## src/rtl/lcd_char_driver.sv

```systemverilog
// lcd_char_driver: HD44780 8-bit write-only driver. Waits out power-up, runs the
// four-command init sequence, then refreshes both 16-char lines forever from an
// external character source addressed by index.
// Optional feature: define LCD_FRAME_PULSE_EN to add the frame_done output.
module lcd_char_driver #(
   parameter int PWR_WAIT = 1500000,
   parameter int E_PULSE  = 12,
   parameter int CMD_WAIT = 2500,
   parameter int CLR_WAIT = 100000
) (
   input  logic       clk,
   input  logic       rst,
   output logic [4:0] index,
   input  logic [7:0] char_in,
   output logic       lcd_e,
   output logic       lcd_rs,
   output logic       lcd_rw,
   output logic [7:0] lcd_data,
   output logic       init_done
`ifdef LCD_FRAME_PULSE_EN
   ,
   output logic       frame_done
`endif
);

   // Zero-valued timing parameters behave as one cycle.
   localparam int PW   = (PWR_WAIT < 1) ? 1 : PWR_WAIT;
   localparam int EP   = (E_PULSE  < 1) ? 1 : E_PULSE;
   localparam int CW   = (CMD_WAIT < 1) ? 1 : CMD_WAIT;
   localparam int CLW  = (CLR_WAIT < 1) ? 1 : CLR_WAIT;
   localparam int M1   = (PW > EP) ? PW : EP;
   localparam int M2   = (CW > CLW) ? CW : CLW;
   localparam int MAXP = (M1 > M2) ? M1 : M2;
   localparam int CNT_W = (MAXP < 2) ? 1 : $clog2(MAXP + 1);

   localparam logic [CNT_W-1:0] PW_LAST  = CNT_W'(PW - 1);
   localparam logic [CNT_W-1:0] EP_LAST  = CNT_W'(EP - 1);
   localparam logic [CNT_W-1:0] CW_LAST  = CNT_W'(CW - 1);
   localparam logic [CNT_W-1:0] CLW_LAST = CNT_W'(CLW - 1);
   localparam logic [CNT_W-1:0] ONE      = CNT_W'(1);

   typedef enum logic [2:0] {
      S_PWR, S_INIT, S_ADDR, S_FETCH, S_SETUP, S_EHIGH, S_WAIT
   } state_t;

   state_t           state, state_nx;
   logic [CNT_W-1:0] cnt, cnt_nx;
   logic [1:0]       init_step, step_nx;
   logic [4:0]       index_nx;
   logic             e_nx, rs_nx, done_nx;
   logic [7:0]       data_nx;
   logic [CNT_W-1:0] wait_last;
   logic             wait_end;

   assign lcd_rw = 1'b0;

   // The only long wait is the one following the clear command (last init step).
   assign wait_last = (!init_done && init_step == 2'd3) ? CLW_LAST : CW_LAST;
   assign wait_end  = (state == S_WAIT) && (cnt == wait_last);

   // State and all bus outputs are registered so lcd_e/rs/data are glitch-free.
   always_ff @(posedge clk) begin
      if (rst) begin
         state     <= S_PWR;
         cnt       <= '0;
         init_step <= 2'd0;
         index     <= 5'd0;
         lcd_e     <= 1'b0;
         lcd_rs    <= 1'b0;
         lcd_data  <= 8'h00;
         init_done <= 1'b0;
      end else begin
         state     <= state_nx;
         cnt       <= cnt_nx;
         init_step <= step_nx;
         index     <= index_nx;
         lcd_e     <= e_nx;
         lcd_rs    <= rs_nx;
         lcd_data  <= data_nx;
         init_done <= done_nx;
      end
   end

   // Next-state logic; index is bumped as the fetch completes, so after slot 15
   // it reads 16 (line 2 address) and after slot 31 it has wrapped to 0.
   always_comb begin
      state_nx = state;
      cnt_nx   = cnt;
      step_nx  = init_step;
      index_nx = index;
      e_nx     = lcd_e;
      rs_nx    = lcd_rs;
      data_nx  = lcd_data;
      done_nx  = init_done;
      case (state)
         S_PWR: begin
            if (cnt == PW_LAST) begin
               cnt_nx   = '0;
               state_nx = S_INIT;
            end else begin
               cnt_nx = cnt + ONE;
            end
         end
         S_INIT: begin
            rs_nx = 1'b0;
            case (init_step)
               2'd0:    data_nx = 8'h38;
               2'd1:    data_nx = 8'h0C;
               2'd2:    data_nx = 8'h06;
               default: data_nx = 8'h01;
            endcase
            state_nx = S_SETUP;
         end
         S_ADDR: begin
            rs_nx    = 1'b0;
            data_nx  = {1'b1, index[4], 6'b0};
            state_nx = S_SETUP;
         end
         S_FETCH: begin
            if (cnt == ONE) begin
               cnt_nx   = '0;
               rs_nx    = 1'b1;
               data_nx  = char_in;
               index_nx = index + 5'd1;
               state_nx = S_SETUP;
            end else begin
               cnt_nx = cnt + ONE;
            end
         end
         S_SETUP: begin
            e_nx     = 1'b1;
            state_nx = S_EHIGH;
         end
         S_EHIGH: begin
            if (cnt == EP_LAST) begin
               cnt_nx   = '0;
               e_nx     = 1'b0;
               state_nx = S_WAIT;
            end else begin
               cnt_nx = cnt + ONE;
            end
         end
         S_WAIT: begin
            if (wait_end) begin
               cnt_nx = '0;
               if (!init_done) begin
                  if (init_step == 2'd3) begin
                     done_nx  = 1'b1;
                     state_nx = S_ADDR;
                  end else begin
                     step_nx  = init_step + 2'd1;
                     state_nx = S_INIT;
                  end
               end else if (lcd_rs && index[3:0] == 4'd0) begin
                  state_nx = S_ADDR;
               end else begin
                  state_nx = S_FETCH;
               end
            end else begin
               cnt_nx = cnt + ONE;
            end
         end
         default: state_nx = S_PWR;
      endcase
   end

`ifdef LCD_FRAME_PULSE_EN
   // One-cycle pulse as the wait after the slot-31 write ends (index already wrapped).
   always_ff @(posedge clk) begin
      if (rst) frame_done <= 1'b0;
      else     frame_done <= wait_end && init_done && lcd_rs && (index == 5'd0);
   end
`endif

endmodule

```

## config.mk

```make
export PLATFORM = sky130hd
export DESIGN_NAME = lcd_char_driver
export DESIGN_NICKNAME = d
export VERILOG_FILES = /design/src/rtl/lcd_char_driver.sv
export SDC_FILE = /design/constraint.sdc
export NUM_CORES = 1
export LEC_CHECK = 0
export CAP_MARGIN = 20
export CORE_MARGIN = 3
export CORE_UTILIZATION = 45
export DETAILED_ROUTE_END_ITERATION = 10
export GPL_TIMING_DRIVEN = 0
export PLACE_DENSITY = 0.66
export SETUP_SLACK_MARGIN = 0.5
export SYNTH_ARGS = -nofsm -noshare
export SYNTH_HDL_FRONTEND = slang
export SYNTH_SLANG_ARGS = --single-unit
```

## constraint.sdc

```tcl
create_clock -name clk -period 6.67 [get_ports clk]
set_clock_uncertainty 0.1 [all_clocks]
set_input_delay 1.334 -clock clk [delete_from_list [all_inputs] [get_ports clk]]
set_output_delay 1.334 -clock clk [all_outputs]
set_load 0.005 [all_outputs]
```

==> insert_results.sql, run 1 <==
INSERT INTO impl_metrics (metric_group, metric, value, unit) VALUES
('outcome', 'status', 'completed', ''),
('cells_and_area', 'layoutNonFillerInstCount', '387', ''),
('timing', 'maxSlewHeadroom', '0.401', ''),
('clock_network', 'max-clock-path-buffers', '2', ''),
('clock_network', 'cts_resized', '0', ''),
('die', 'fp-row-count', '25', ''),
('die', 'die_w', '78.5', 'um'),
('synth', 'ys_top_cells_by_area', 'sky130_fd_sc_hd__dfxtp_1 (36%), sky130_fd_sc_hd__nor2_1 (7.3%), sky130_fd_sc_hd__xor2_1 (4.4%), sky130_fd_sc_hd__ha_1 (4.2%), sky130_fd_sc_hd__nand4_1 (3.2%)', ''),
('detailed_routing', 'ant_nets', '0', ''),
('synth', 'synthDistinctLibCells', '48', ''),
('clock_network', 'clock_insertion_delay_worst_skew', '0.28', 'ns'),
('worst_setup_path', 'timing.critical_path.to_type', 'flop', ''),
('clock_network', 'htree_num_levels', '2', ''),
('global_route', 'grt_start_max_net_pins', '12', ''),
('synth', 'netlist.top_cell.by_area', 'sky130_fd_sc_hd__dfxtp_1', ''),
('timing', 'final_hold_viol_count', '0', ''),
('timing', 'tns', '0', 'ns'),
('detailed_routing', 'drt_pass1_iterations', '5', ''),
('clock_network', 'cts-hold-fix-buffers', '0', ''),
('synth', 'syn_nets', '307', ''),
('synth', 'netlist.area_leader.share', '0.356', ''),
('place', 'place_congestion', '0.841', ''),
('worst_setup_path', 'worst_setup_path_start_kind', 'flop', ''),
('detailed_routing', 'wirelength', '5.49', 'mm'),
('detailed_routing', 'vias', '2140', ''),
('timing', 'timing.final.crit_period', '2.86', 'ns'),
('synth', 'synth.yosys.seq_area_share', '0.356', ''),
('worst_hold_path', 'whs_path_depth', '2', ''),
('detailed_routing', 'detail_route.wl_per_cell', '14.2', 'um'),
('global_route', 'grt_pass1_vias', '1953', ''),
('power_and_ir_drop', 'power_density', '228', 'nW/um^2'),
('die', 'io_pins', '27', ''),
('cells_and_area', 'area_growth_from_synthesis_to_final_layout', '16.9', '%'),
('synth', 'synthArstFlopShare', '0', ''),
('timing', 'timing.final.max_slew_violations', '0', ''),
('worst_setup_path', 'rr_worst_depth', '8', ''),
('timing', 'hold_slack', '0.398', 'ns'),
('synth', 'postSynthAreaPerCell', '8.18', 'um^2'),
('detailed_routing', 'drt_iter0_drc', '135', ''),
('place', 'hpwlAfterDp', '4.10', 'mm'),
('clock_network', 'numClockSinks', '42', ''),
('timing', 'fmaxAchievable', '350', 'MHz'),
('synth', 'postSynth.topFlopCell', 'sky130_fd_sc_hd__dfxtp_1', ''),
('clock_network', 'clkSlewWorstSetupHoldPaths', '0.07', 'ns'),
('global_route', 'antenna_violations_before_repair', '0', ''),
('synth', 'synth_warnings', '0', ''),
('worst_setup_path', 'worst_ep_arrival_time', '2.93', 'ns'),
('cells_and_area', 'utilization', '0.563', ''),
('synth', 'synthesis.instances', '289', ''),
('flow_run', 'maxCapViolations', '0', ''),
('synth', 'yosys.cell_count.top_type', 'sky130_fd_sc_hd__nor2_1', ''),
('synth', 'mappedNetlistArea', '2360', 'um^2'),
('timing', 'finalSetupViolCount', '0', ''),
('place', 'dp_cells', '380', ''),
('detailed_routing', 'number_of_drc_violations_after_detailed_routing', '0', ''),
('synth', 'synth-edff-count', '0', ''),
('power_and_ir_drop', 'vdd.ir_drop.worst', '0.155', 'mV'),
('die', 'core-area', '4910', 'um^2'),
('synth', 'ys_ff_latch', '42', ''),
('cells_and_area', 'count_of_nets_after_finishing', '338', ''),
('die', 'die_h', '78.5', 'um'),
('synth', 'ys_top_cells_by_count', 'sky130_fd_sc_hd__nor2_1 (46), sky130_fd_sc_hd__dfxtp_1 (42), sky130_fd_sc_hd__nand2_1 (18)', ''),
('cells_and_area', 'post_route_cells_drive_above_1_share', '0.0656', ''),
('clock_network', 'post-cts-setup-buffers', '0', ''),
('cells_and_area', 'antenna_cells', '0', ''),
('global_route', 'wire_length_of_the_first_global_routing_pass', '9.40', 'mm'),
('worst_setup_path', 'timing.critical_path.required', '6.74', 'ns'),
('die', 'effective_utilization_at_floorplan', '0.482', ''),
('worst_setup_path', 'timing.setup.critical_path_class', 'reg -> reg', ''),
('clock_network', 'root_buffer', 'sky130_fd_sc_hd__clkbuf_8', ''),
('clock_network', 'cts_tree', 'yes', '');
[state kept, by name (all words and copies together) (netlist names)]
name,flops
state,3
lcd_data,8
init_done,1
cnt,21
lcd_rs,1
init_step,2
lcd_e,1
index,5
[per-layer routing]
metal  vias up  track usage  routed length (um)
met5         -            0                   0
met2        55        0.290                2400
li1       1094            -                   -
met4         0       0.0577                  44
met3         4       0.0390                 253
met1       987        0.267                2790
[report_power, final]
group | internal, mW | switching [mW]
clock network | 0.0721 | 0.0804
logic | 0.0852 | 0.102
registers | 0.275 | 0.0162
total | 0.432 | 0.199
[metrics by stage]
stage | setup slack (ns) | area (um^2) | power [mW]
final | 3.81 | 2770 | 0.631
after global routing | 3.49 | 2770 | 0.672
after CTS | 3.78 | 2770 | 0.638
after detailed placement | 3.81 | 2690 | 0.485
after global placement | 3.80 | 2690 | 0.484
after floorplan | 4.30 | 2360 | 0.422
[area by class of cell]
type	count	area (um^2)
sequential	42	841
timing repair buffer	24	240
clock buffer	7	76.3
fill	479	2150
multi-input combinational	216	1400
buffer	20	86.3
inverter	11	41.3
tap	67	83.8
[path summary, 6_finish.rpt]
path,to,start,slack [ns]
worst min-delay path,lcd_data[2]$_SDFFE_PP0P_,lcd_data[2]$_SDFFE_PP0P_,0.40
worst min register to register,lcd_data[2]$_SDFFE_PP0P_,lcd_data[2]$_SDFFE_PP0P_,0.40
worst max register to register,cnt[13]$_SDFFE_PP0P_,init_step[1]$_SDFFE_PP0P_,3.81
worst max-delay path,cnt[13]$_SDFFE_PP0P_,init_step[1]$_SDFFE_PP0P_,3.81
[cells in the final DEF (no fill, tap or decap), types with 2 or more instances in the layout]
cell type | Yosys | routed
sky130_fd_sc_hd__buf_1 | 2 | 2
sky130_fd_sc_hd__o311a_1 | 5 | 5
sky130_fd_sc_hd__dfxtp_1 | 42 | 42
sky130_fd_sc_hd__a311oi_1 | 3 | 3
sky130_fd_sc_hd__nand2_1 | 18 | 18
sky130_fd_sc_hd__clkbuf_1 | 11 | 13
sky130_fd_sc_hd__nor2_1 | 46 | 46
sky130_fd_sc_hd__nor2b_1 | 3 | 3
sky130_fd_sc_hd__a31oi_1 | 8 | 8
sky130_fd_sc_hd__a22oi_1 | 3 | 3
sky130_fd_sc_hd__xnor2_1 | 7 | 7
sky130_fd_sc_hd__nor4_1 | 8 | 8
sky130_fd_sc_hd__ha_1 | 8 | 8
sky130_fd_sc_hd__xor2_1 | 12 | 12
sky130_fd_sc_hd__and2_1 | 2 | 2
sky130_fd_sc_hd__mux2i_1 | 7 | 7
sky130_fd_sc_hd__o31a_1 | 2 | 2
sky130_fd_sc_hd__and3_2 | 2 | 2
sky130_fd_sc_hd__a211oi_1 | 4 | 4
sky130_fd_sc_hd__a21oi_1 | 6 | 6
sky130_fd_sc_hd__buf_2 | 6 | 6
sky130_fd_sc_hd__clkdlybuf4s50_1 | 0 | 24
sky130_fd_sc_hd__or2_1 | 2 | 2
sky130_fd_sc_hd__inv_1 | 11 | 11
sky130_fd_sc_hd__clkbuf_8 | 0 | 5
sky130_fd_sc_hd__nand3_1 | 14 | 14
sky130_fd_sc_hd__nand2b_1 | 2 | 2
sky130_fd_sc_hd__o21ai_0 | 9 | 9
sky130_fd_sc_hd__nor3_1 | 7 | 7
sky130_fd_sc_hd__nand4_1 | 12 | 12
sky130_fd_sc_hd__and4_1 | 2 | 2
sky130_fd_sc_hd__o31ai_1 | 3 | 3
sky130_fd_sc_hd__and3_1 | 5 | 5
[kinds of logic (layout without fill, tap and decap cells)]
kind of cell,after synthesis,after routing,synth area share
AO/OA/AOI/OAI,49,49,0.148
XOR/XNOR,20,20,0.0799
adder cells (fa/ha/maj),8,8,0.0423
buffers and inverters,31,62,0.0540
flip-flops,42,42,0.356
multiplexers,7,7,0.0296
other,1,1,0.00159
AND/OR/NAND/NOR,131,131,0.289
[critical path, cell delays in order (launching register included)]
cell                       delay, ns
sky130_fd_sc_hd__dfxtp_1        0.38
sky130_fd_sc_hd__ha_1           0.29
sky130_fd_sc_hd__nand2b_1       0.16
sky130_fd_sc_hd__xnor2_1        0.16
sky130_fd_sc_hd__nor4_1         0.47
sky130_fd_sc_hd__a31oi_1        0.35
sky130_fd_sc_hd__o31ai_1        0.47
sky130_fd_sc_hd__buf_2          0.29
sky130_fd_sc_hd__nor2_1         0.07
Note: power is estimated with default switching activity, not from simulation.
==> inputs of run 2 (changes only) <==
Clock period 6.67 ns to 2.8 ns, I/O delays scaled along.
==> run 2 against run 1 <==
- power rose to 2.6 times the previous value
- first-iteration DRC count grew 76%
- final area increased by 15%
- via count up 9.3%
- setup slack worse by 3.5 ns
- maximum frequency rose by 16%
- sequential share of layout area fell by 3.5 points
- global-route usage up 0.84 points
- combinational power grew to 3.1 times the previous value
- clock power rose by 140%
- non-clock buffer count grew 20
- die area is the same
- highest routed layer unchanged
==> insert_results.sql, run 2 (synthesis results as in run 1) <==
INSERT INTO impl_metrics (metric_group, metric, value, unit) VALUES
('clock_network', 'max-clock-path-buffers', '2', ''),
('worst_setup_path', 'worst_ep_arrival_time', '2.54', 'ns'),
('worst_setup_path', 'critPathMaxStageDelay', '0.62', 'ns'),
('die', 'dieArea', '6160', 'um^2'),
('die', 'die_h', '78.5', 'um'),
('timing', 'hold_slack', '0.396', 'ns'),
('worst_setup_path', 'worstPathBufferInverterCount', '1', ''),
('cells_and_area', 'count_of_nets_after_finishing', '358', ''),
('timing', 'timing.final.max_slew_violations', '0', ''),
('worst_setup_path', 'timing.setup.critical_path_class', 'reg -> reg', ''),
('cells_and_area', 'post_route_cells_drive_above_1_share', '0.250', ''),
('detailed_routing', 'detail_route.wl_per_cell', '15.8', 'um'),
('worst_setup_path', 'timing.critical_path.to_type', 'flop', ''),
('cells_and_area', 'antenna_cells', '0', ''),
('detailed_routing', 'number_of_drc_violations_after_detailed_routing', '0', ''),
('power_and_ir_drop', 'p_comb_frac', '0.348', ''),
('timing', 'fraction_of_the_cycle_the_final_worst_path_needs', '0.881', ''),
('cells_and_area', 'number_of_flip_flops_in_the_largest_register', '21', ''),
('place', 'hpwlAfterDp', '4.17', 'mm'),
('outcome', 'status', 'completed', ''),
('worst_setup_path', 'critical_path.reg2reg.startpoint', 'init_step[1]$_SDFFE_PP0P_', ''),
('timing', 'finalSetupViolCount', '0', ''),
('die', 'effective_utilization_at_floorplan', '0.482', ''),
('power_and_ir_drop', 'p_switching', '0.551', 'mW'),
('cells_and_area', 'area_growth_from_synthesis_to_final_layout', '34.7', '%'),
('worst_hold_path', 'holdCritStartpoint', 'lcd_data[7]$_SDFFE_PP0P_', ''),
('global_route', 'wire_length_of_the_first_global_routing_pass', '10.0', 'mm'),
('worst_setup_path', 'crit_chain', 'ha_4 > nand2b_1 > xnor2_1 > nor4_2 > buf_4 > a31oi_4 > or4b_4 > o311a_1', ''),
('die', 'io_pins', '27', ''),
('worst_setup_path', 'r2r_slack', '0.33', 'ns'),
('place', 'port_buffers', '24', ''),
('flow_run', 'maxCapViolations', '0', ''),
('power_and_ir_drop', 'sequentialPowerShare', '0.426', ''),
('timing', 'tns', '0', 'ns'),
('worst_setup_path', 'worst_setup_path_start_kind', 'flop', ''),
('timing', 'maxSlewHeadroom', '0.540', ''),
('timing', 'timing.final.crit_period', '2.47', 'ns'),
('clock_network', 'cts_tree', 'yes', ''),
('worst_setup_path', 'cell_type_of_the_slowest_stage_on_the_worst_timing_path', 'sky130_fd_sc_hd__or4b_4', ''),
('timing', 'fmaxAchievable', '405', 'MHz'),
('cells_and_area', 'reg_top3', 'cnt: 21 flops, lcd_data: 8 flops, index: 5 flops', ''),
('power_and_ir_drop', 'power_frac_clock', '0.226', ''),
('timing', 'final_hold_viol_count', '0', ''),
('place', 'place_congestion', '0.829', ''),
('detailed_routing', 'drt_pass1_iterations', '4', ''),
('worst_setup_path', 'critical_path.startpoint', 'init_step[1]$_SDFFE_PP0P_', ''),
('worst_setup_path', 'rr_worst_depth', '8', ''),
('die', 'core-area', '4910', 'um^2'),
('cells_and_area', 'post-route-cell-area', '3180', 'um^2'),
('detailed_routing', 'drt_iter0_drc', '237', ''),
('cells_and_area', 'layout.cells.most_common', 'sky130_fd_sc_hd__dfxtp_1', ''),
('worst_hold_path', 'hold_class', 'reg -> reg', ''),
('clock_network', 'root_buffer', 'sky130_fd_sc_hd__clkbuf_8', ''),
('global_route', 'groute.usage.overall', '0.198', ''),
('detailed_routing', 'wirelength', '6.42', 'mm'),
('power_and_ir_drop', 'vdd.ir_drop.worst', '0.390', 'mV'),
('power_and_ir_drop', 'cell_internal_pwr', '1.10', 'mW'),
('clock_network', 'numCtsBuffers', '5', ''),
('power_and_ir_drop', 'power.switching_fraction', '0.334', ''),
('worst_setup_path', 'r2r_end', 'cnt[18]$_SDFFE_PP0P_', ''),
('global_route', 'grt_pass1_vias', '2102', ''),
('cells_and_area', 'top_register', 'cnt', ''),
('clock_network', 'clock_insertion_delay_worst_skew', '0.29', 'ns'),
('cells_and_area', 'mostFrequentLayoutCells', 'sky130_fd_sc_hd__dfxtp_1 (34), sky130_fd_sc_hd__nor2_1 (33), sky130_fd_sc_hd__clkdlybuf4s50_1 (24)', ''),
('die', 'fp-row-count', '25', ''),
('worst_hold_path', 'whs_path_depth', '2', ''),
('detailed_routing', 'detail_route.vias_per_cell', '5.75', ''),
('timing', 'rsz0062_at_grt', 'yes', ''),
('clock_network', 'htree_num_levels', '2', ''),
('die', 'die_w', '78.5', 'um'),
('power_and_ir_drop', 'power_density', '518', 'nW/um^2'),
('power_and_ir_drop', 'p_leak', '1.19', 'nW'),
('place', 'dpl-instance-area', '2700', 'um^2'),
('worst_setup_path', 'timing.critical_path.required', '2.88', 'ns'),
('detailed_routing', 'vias', '2339', ''),
('worst_hold_path', 'worst_hold_endpoint', 'lcd_data[7]$_SDFFE_PP0P_', ''),
('global_route', 'antenna_violations_before_repair', '0', ''),
('clock_network', 'clkSlewWorstSetupHoldPaths', '0.08', 'ns'),
('timing', 'worst_pin_slew', '0.690', 'ns'),
('worst_setup_path', 'kind_of_cell_adding_the_most_delay_to_the_critical_path', 'simple AND/OR/NAND/NOR gates', ''),
('detailed_routing', 'ant_nets', '0', ''),
('cells_and_area', 'utilization', '0.648', ''),
('worst_setup_path', 'timing.critical_path.fanout_max', '7', ''),
('clock_network', 'numClockSinks', '42', ''),
('global_route', 'grt_start_max_net_pins', '12', ''),
('global_route', 'grt_overflow_total', '0', '');
run 2: changes by cell type in the layout (fill, tap and decap cells not counted), moves of 4 or more:
cell	delta
sky130_fd_sc_hd__clkbuf_1	-5
sky130_fd_sc_hd__buf_2	-4
sky130_fd_sc_hd__dfxtp_1	-8
sky130_fd_sc_hd__dfxtp_2	+6
sky130_fd_sc_hd__nor2_1	-13
sky130_fd_sc_hd__buf_4	+15
sky130_fd_sc_hd__nor2_2	+12
sky130_fd_sc_hd__nor4_1	-4
sky130_fd_sc_hd__buf_6	+10
run 2: power groups by stage:
| stage | Sequential [mW] | Clock (mW) | Combinational (mW) |
|---|---|---|---|
| floorplan | 0.704 | 0 | 0.304 |
| global placement | 0.707 | 0 | 0.449 |
| detailed placement | 0.710 | 0 | 0.452 |
| CTS | 0.694 | 0.378 | 0.487 |
| global route | 0.710 | 0.402 | 0.619 |
| finish | 0.702 | 0.373 | 0.574 |
run 2: per-layer routing:
layer / track usage / wire [um] / up-vias
met5: 0 / 0 / -
met4: 0.0420 / 79 / 0
met3: 0.0344 / 413 / 10
met2: 0.313 / 3010 / 88
met1: 0.282 / 2910 / 1103
li1: - / - / 1138
run 2: how the worst max path moves through the flow:
stage | to | slack (ns) | depth (start not counted)
final | cnt[18]$_SDFFE_PP0P_ | 0.33 | 8
after global routing | cnt[3]$_SDFFE_PP0P_ | 0.25 | 8
after CTS | cnt[18]$_SDFFE_PP0P_ | 0.31 | 7
after detailed placement | cnt[17]$_SDFFE_PP0P_ | 0.11 | 8
after global placement | cnt[8]$_SDFFE_PP0P_ | 0.10 | 8
after floorplan | cnt[18]$_SDFFE_PP0P_ | 0.50 | 7
run 2: worst register-to-register path, delay by kind of cell, from the launching register on:
kind	cells	cell delay, ns
xor gates and xnor gates	1	0.18
AOI/OAI and AO/OA	2	0.30
adders and majority gates	1	0.18
DFF	1	0.37
and+or+nand+nor	3	1.03
buffers and inverters	1	0.18
run 2: what timing repair did:
| action | 4_1_cts | 5_1_grt |
|---|---|---|
| setup endpoints to repair | 31 | 36 |
| pin swaps | 7 | 19 |
| gates resized for setup | 26 | 57 |
| hold buffers | 0 | 0 |
| cloned | 1 | 1 |
| buffers inserted | 13 | 5 |
run 2: final cells by class:
cell class	instances	area (um^2)
Timing Repair Buffer	44	417
Multi-Input combinational cell	216	1580
Inverter	11	43.8
Tap cell	67	83.8
Clock buffer	7	76.3
Sequential cell	42	856
Buffer	20	126
Fill cell	436	1730
run 2: stage by stage:
step / setup WS, ns / cells / total power, mW
3_3_place_gp: 0.104 / 380 / 1.16
5_1_grt: 0.249 / 407 / 1.73
2_1_floorplan: 0.501 / 289 / 1.01
4_1_cts: 0.314 / 401 / 1.56
3_5_place_dp: 0.113 / 380 / 1.16
6_report: 0.334 / 407 / 1.65
